File: config.mk
export PLATFORM = sky130hd
export DESIGN_NAME = noc_ni_local
export DESIGN_NICKNAME = d
export VERILOG_FILES = /design/src/rtl/noc_ni_local.sv
export SDC_FILE = /design/constraint.sdc
export NUM_CORES = 1
export LEC_CHECK = 0
export ABC_AREA = 0
export ABC_CLOCK_PERIOD_IN_PS = 2500
export BUFFER_PORTS_ARGS = -buffer_cell sky130_fd_sc_hd__buf_2
export CORE_MARGIN = 4
export CORE_UTILIZATION = 55
export DETAILED_ROUTE_END_ITERATION = 8
export GPL_TIMING_DRIVEN = 1
export PLACE_DENSITY_LB_ADDON = 0.12
export SLEW_MARGIN = 15
export SYNTH_ARGS = -nofsm -noshare
export SYNTH_HDL_FRONTEND = slang
export SYNTH_SLANG_ARGS = --single-unit
File: constraint.sdc
create_clock -name clk -period 2.5 [get_ports clk]
set_input_delay 0.25 -clock clk [delete_from_list [all_inputs] [get_ports clk]]
set_output_delay 0.25 -clock clk [all_outputs]
set_load 0.01 [all_outputs]
File: src/rtl/noc_ni_local.sv
// rtl/noc_ni_local.sv - local network interface: PE injection queue, router ejection unpack, latency and traffic stats
module noc_ni_local #(
    parameter int         DATASIZE = 40,
    parameter int         DEPTH    = 4,
    parameter logic [3:0] NODE_ID  = 4'h0
) (
    input  logic                clk,
    input  logic                rst_n,
    input  logic                pe_valid,
    input  logic [3:0]          pe_dst,
    input  logic [21:0]         pe_data,
    input  logic [1:0]          pe_type,
    output logic                pe_ready,
    output logic [DATASIZE-1:0] inj_data,
    output logic                inj_valid,
    input  logic                router_full,
    input  logic [DATASIZE-1:0] ej_data,
    input  logic                ej_valid,
    output logic                rx_valid,
    output logic [3:0]          rx_src,
    output logic [21:0]         rx_data,
    output logic [1:0]          rx_type,
    output logic [7:0]          rx_latency,
    output logic [7:0]          now_ts,
    output logic [15:0]         tx_count,
    output logic [15:0]         rx_count,
    output logic [15:0]         misroute_count
);
    localparam int AW = $clog2(DEPTH);
    localparam int CW = AW + 1;

    logic [DATASIZE-1:0] r_mem [DEPTH];
    logic [AW-1:0]       r_wptr;
    logic [AW-1:0]       r_rptr;
    logic [CW-1:0]       r_count;
    logic [7:0]          r_now_ts;
    logic [DATASIZE-1:0] r_inj_data;
    logic                r_inj_valid;
    logic                r_rx_valid;
    logic [3:0]          r_rx_src;
    logic [21:0]         r_rx_data;
    logic [1:0]          r_rx_type;
    logic [7:0]          r_rx_latency;
    logic [15:0]         r_tx_count;
    logic [15:0]         r_rx_count;
    logic [15:0]         r_mis_count;

    logic w_ready;
    logic w_push;
    logic w_pop;
    logic w_ej_local;

    // Ready depends on registered count only, so a same-cycle pop never frees a slot.
    assign w_ready    = (r_count < CW'(DEPTH));
    assign w_push     = pe_valid && w_ready;
    assign w_pop      = (r_count != '0) && !router_full;
    assign w_ej_local = (ej_data[35:32] == NODE_ID);

    always_ff @(posedge clk) begin
        if (w_push) begin
            r_mem[r_wptr] <= {NODE_ID, pe_dst, r_now_ts, pe_data, pe_type};
        end
    end

    always_ff @(posedge clk) begin
        if (!rst_n) begin
            r_wptr       <= '0;
            r_rptr       <= '0;
            r_count      <= '0;
            r_now_ts     <= '0;
            r_inj_data   <= '0;
            r_inj_valid  <= 1'b0;
            r_rx_valid   <= 1'b0;
            r_rx_src     <= '0;
            r_rx_data    <= '0;
            r_rx_type    <= '0;
            r_rx_latency <= '0;
            r_tx_count   <= '0;
            r_rx_count   <= '0;
            r_mis_count  <= '0;
        end else begin
            r_now_ts    <= r_now_ts + 8'd1;
            r_inj_valid <= w_pop;
            r_rx_valid  <= 1'b0;
            if (w_push) begin
                r_wptr <= r_wptr + 1'b1;
            end
            if (w_pop) begin
                r_inj_data <= r_mem[r_rptr];
                r_rptr     <= r_rptr + 1'b1;
                if (r_tx_count != 16'hFFFF) r_tx_count <= r_tx_count + 16'd1;
            end
            if (w_push && !w_pop) begin
                r_count <= r_count + 1'b1;
            end else if (w_pop && !w_push) begin
                r_count <= r_count - 1'b1;
            end
            if (ej_valid) begin
                if (w_ej_local) begin
                    r_rx_valid   <= 1'b1;
                    r_rx_src     <= ej_data[39:36];
                    r_rx_data    <= ej_data[23:2];
                    r_rx_type    <= ej_data[1:0];
                    r_rx_latency <= r_now_ts - ej_data[31:24];
                    if (r_rx_count != 16'hFFFF) r_rx_count <= r_rx_count + 16'd1;
                end else begin
                    if (r_mis_count != 16'hFFFF) r_mis_count <= r_mis_count + 16'd1;
                end
            end
        end
    end

    assign pe_ready       = w_ready;
    assign inj_data       = r_inj_data;
    assign inj_valid      = r_inj_valid;
    assign rx_valid       = r_rx_valid;
    assign rx_src         = r_rx_src;
    assign rx_data        = r_rx_data;
    assign rx_type        = r_rx_type;
    assign rx_latency     = r_rx_latency;
    assign now_ts         = r_now_ts;
    assign tx_count       = r_tx_count;
    assign rx_count       = r_rx_count;
    assign misroute_count = r_mis_count;
endmodule

# ---- Yosys cells after proc, flatten, opt, wreduce, memory -nomap -nowiden
# Memories as Yosys holds them, arrays and structs flattened. A register that Yosys moved wholly into a read port is not among the register bits.
# Index checks and enable logic that the tools add are counted.
dict set report op_classes {
  add_sub_neg 9
  magnitude_cmp 1
  n_eq_ne 3
  muxes 5
  n_bitwise 1
  reduce_logical 16
}
# operator count
set ops {}
lappend ops {{$add 16x1->16 const B} 3}
lappend ops {{$ne 16x16->1 const B} 3}
lappend ops {{$add 8x1->8 const B} 1}
lappend ops {{$sub 8x8->8} 1}
lappend ops {{$mux 3} 2}
lappend ops {{$reduce_and 2->1} 3}
lappend ops {{$reduce_and 3->1} 2}
lappend ops {{$add 2x1->2 const B} 2}
lappend ops {{$logic_and 1x1->1} 4}
lappend ops {{$logic_not 1->1} 4}
lappend ops {{$logic_not 4->1} 1}
lappend ops {{$add 3x1->3 const B} 1}
lappend ops {{$lt 3x3->1 const B} 1}
lappend ops {{$mux 1} 3}
lappend ops {{$reduce_bool 3->1} 1}
lappend ops {{$sub 3x1->3 const B} 1}
lappend ops {{$reduce_bool 2->1} 1}
lappend ops {{$not 1->1} 1}
dict set report word_totals {
  regBits 141
  mem_bits_rw 144
  in_bits 73
  output_inout_bits 135
  word_cells 50
  mem_count 1
}
# memory words word_bits rd rd_ports_with_merged_regs wr line
set mem_list {}
lappend mem_list {r_mem 4 36 1 1 1 32} ;# logic [DATASIZE-1:0] r_mem [DEPTH];

# ---- Longest topological paths before layout
dict set report logic_depth {
  depth_word 6
  depth_mapped 10
  depth_no_buf 9
}

# ---- Worst setup path before layout
# OpenSTA, ideal clock, no wires.
dict set report synth_path {
  path_type {register to register}
  from {reg r_count[0]}
  to {reg r_count[2]}
  setup_ns 0.070
  arrival_ns 2.212
  required_ns 2.430
  setup_slack_ns 0.218
  stages_incl_launch_ff 11
  path_buffers 1
  synth_period_minus_slack_ns 2.282
  path_cell_list {dfxtp_1 nor3_1 nor2_1 clkinv_1 clkbuf_1 ha_1 inv_1 fa_1 xor2_1 or3_1 a21oi_1}
}
dict set report synth_via {
  elab_chain_len 5
  elab_cells_between_ends 13
  cone_classes {add/sub (2); order compare (1); mux (2); reduce/logical (8)}
}
# item line
set synth_lines {}
lappend synth_lines {{start, declared} 35} ;# logic [CW-1:0] r_count;
lappend synth_lines {{start signal, assigned} 94} ;# r_count <= r_count + 1'b1;
lappend synth_lines {{start signal, assigned} 96} ;# r_count <= r_count - 1'b1;
lappend synth_lines {{$lt 3x3->1 or $reduce_bool 3->1 (tied branches)} {54, 56}}
lappend synth_lines {{$logic_and 1x1->1, on equally long branches} {55, 56}}
lappend synth_lines {{$logic_not 1->1, on equally long branches} {95, 93}}
lappend synth_lines {{$logic_and 1x1->1, on equally long branches} {95, 93}}
lappend synth_lines {{$reduce_bool 2->1 (no line) or $mux 3 (tied branches)} -}
# Several ways; a longest one is shown, not always the timed one. The select of a mux whose other input is x is not followed.
# A chain may end at the register's enable or synchronous reset.

# ---- Worst setup path in the final report
dict set report layout_path {
  from {reg r_count[2]}
  to {reg r_count[2]}
}
# The elaborated chain is that of the path after synthesis.

==> impl_metrics.csv <==
group,metric,value,unit
power,p_switching,3.05,mW
synthesis,synth.distinct_cells,55,
timing,setup_viol,0,
floorplan,core_area,19600,µm²
place,gp_congestion,0.817,
worst_setup_path,cp.arrival,2.71,ns
clock_tree,clock_sinks,281,
timing,maxSlewViolCount,0,
power,seqPwrFrac,46.1,%
synthesis,synth.cell_area,11000,µm²
layout,final_cell_mix,"buf_2 (203), nand2_1 (152), edfxtp_1 (144)",
synthesis,seq_area_frac_synth,64.3,%
clock_tree,htreeDepth,1,
power,p_total,12.1,mW
place,place_hpwl,15100,µm
layout,layout_commonest_cell,"buf_2",
timing,tns,0,ns
power,intPower,9.02,mW
routing,ant_nets,0,
clock_tree,postCtsSetupRepairBufs,0,
synthesis,syn_avg_cell_area,12.3,µm²
worst_setup_path,reg2reg_depth,9,
power,powerDensity,865,nW/µm²
routing,met1Wirelength,10400,µm
timing,max_freq,0.444,GHz
routing,drcViolationCount,0,
layout,multiInputGateArea,3680,µm²
global_routing,grt_pass1_vias,7751,
global_routing,grt_overflow_total,0,
routing,via_per_inst,5.39,
routing,wire_per_inst,17.1,µm
timing,worst_slew_pin_slew,0.569,ns
power,ir_drop,793,µV
run_status,outcome,"complete, no violations",
layout,fin_util,71.2,%
synthesis,yosys_warnings,0,
floorplan,die_area,22300,µm²
power,combPwrFrac,17.6,%
clock_tree,clockBufferDepth,3,
synthesis,ys_ff_latch,281,
global_routing,globalRouteTotalUtil,21.9,%
timing,hold_viol_final,0,
layout,stdcell_area,13900,µm²
floorplan,die-height,149,µm
floorplan,die_w,149,µm
timing,post-route-period-util,90.1,%
timing,finalCriticalPeriod,2.25,ns
clock_tree,worst_skew_pair.late_latency,0.54,ns
routing,drtIter0Drc,347,
power,leakage,5.30,nW
layout,num-fill-cells,1379,
clock_tree,cts_root_buffer,"clkbuf_16",
place,place_area,12400,µm²
place,placement.io_buffers,203,
worst_setup_path,worst_ep_required_time,2.96,ns
timing,relSlewSlack,61.7,%
place,dp.cells,1343,
min_path,min_path_type,"primary input to flop",
routing,first_pass_iters,4,
power,p_clk_share,36.3,%
clock_tree,path_clk_slew,0.06,ns
timing,rsz0062_at_grt,"false",
synthesis,synth_edf_count,144,
clock_tree,cts_tree,"built",
routing,drt_wl_total,24900,µm
routing,wl_met3,1580,µm
worst_setup_path,path_class,"flop to flop",
layout,final_nets,1256,
routing,route.met2.wl,12200,µm
worst_setup_path,cp_max_fo,7,
timing,finalClockSkew,0.0166,ns
synthesis,synthArstFlopShare,0,%
worst_setup_path,end_kind,"flop",
floorplan,num_io_pins,208,
job,drv_cap,0,
layout,area_growth,26.8,%
synthesis,synthFlopType,"edfxtp_1",
layout,final_layout_size_suffix_gt1_share,26.5,%
routing,vias,7833,
power,swShare,25.3,%
global_routing,antenna_found_initial,0,
synthesis,syn_inst,896,
layout,layout.cells.non_filler,1454,
layout,seq_area,7070,µm²
global_routing,grt_pass1_wl,39600,µm
clock_tree,numCtsBuffers,29,
min_path,whs_path_depth,3,
floorplan,rows,51,
floorplan,start_util,56.1,%
global_routing,grt_max_degree,54,
worst_setup_path,cp-start-kind,"flop",
routing,routed.top_layer,"met4",
[flip-flops by register name, indices dropped and copies added, names as in the netlist, 2 cells and up]
name,count
r_count,3
r_mem,144
r_rptr,2
rx_latency,8
inj_data,36
rx_src,4
now_ts,8
rx_data,22
rx_count,16
r_wptr,2
tx_count,16
rx_type,2
misroute_count,16
[cell usage after synthesis (all sizes together), types with 9 or more instances]
master	n	area share, %
o21ai	16	0.73
ha	16	1.8
nor4	14	0.93
edfxtp	144	39
xor2	9	0.72
or3	10	0.57
clkbuf	32	1.1
inv	19	0.65
nor3	15	0.68
dfxtp	137	25
nor2	61	2.1
xnor2	36	2.9
buf	16	0.74
a21oi	84	3.8
mux4	36	7.4
nand4	11	0.63
nand3	22	1.0
nand2	153	5.2
[power groups by stage]
stage	Sequential, mW	Combinational [mW]	Clock [mW]
after CTS	5.56	2.16	4.47
after floorplan	5.69	1.30	0
after global routing	5.60	2.34	4.66
final	5.56	2.12	4.38
after detailed placement	5.65	2.07	0
after global placement	5.63	2.05	0
[cell families after synthesis]
logic type	share of synthesized area, %
xor+xnor	3.58
other cells	0.0341
fa+ha+maj	2.18
mux	7.65
flops	64.3
buf+inv	2.51
simple gates	13.4
compound gates	6.38
[per-stage QoR]
| stage | setup WS (ns) | hold WS, ns |
|---|---|---|
| final | 0.248 | 0.0212 |
| after global routing | 0.0896 | 0.0240 |
| after CTS | 0.238 | 0.00112 |
| after detailed placement | 0.251 | 0.444 |
| after global placement | 0.356 | 0.439 |
| after floorplan | 0.218 | 0.349 |
[critical path: stages, from the launching register on]
cell and delay (ns):
dfxtp_1 0.35, nor3_1 0.39, nor2_4 0.05, clkinv_1 0.13, ha_1 0.20, inv_1 0.06
fa_1 0.37, xor2_1 0.17, or3_1 0.30, a21oi_1 0.15
[routing by layer]
metal | vias up | GRT usage [%]
li1 | 3776 | -
met1 | 3752 | 28.9
met2 | 255 | 37.3
met3 | 50 | 4.24
met4 | 0 | 6.45
met5 | - | 0
[repair_timing]
action / 4_1_cts / 5_1_grt
gates resized for setup: 0 / 0
hold endpoints to repair: 140 / 0
hold buffers: 56 / 0
[final cells by class]
type	count	share of cell area (%)
Inverter	20	0.556
Tap cell	265	2.38
Sequential cell	281	50.7
Timing Repair Buffer	283	13.0
Multi-Input combinational cell	550	26.4
Antenna cell	1	0.0180
Clock buffer	36	5.47
Clock inverter	18	1.53
[worst paths after layout]
check / endpoint / from / slack, ns
setup / recovery: r_count[2]$_SDFFE_PN0P_ / r_count[2]$_SDFFE_PN0P_ / 0.25
hold / removal: rx_latency[0]$_SDFFE_PN0P_ / ej_data[24] / 0.02
setup reg to reg: r_count[2]$_SDFFE_PN0P_ / r_count[2]$_SDFFE_PN0P_ / 0.25
hold reg to reg: inj_data[32]$_SDFFE_PN0P_ / inj_data[32]$_SDFFE_PN0P_ / 0.45
(Power assumes the default switching activity.)
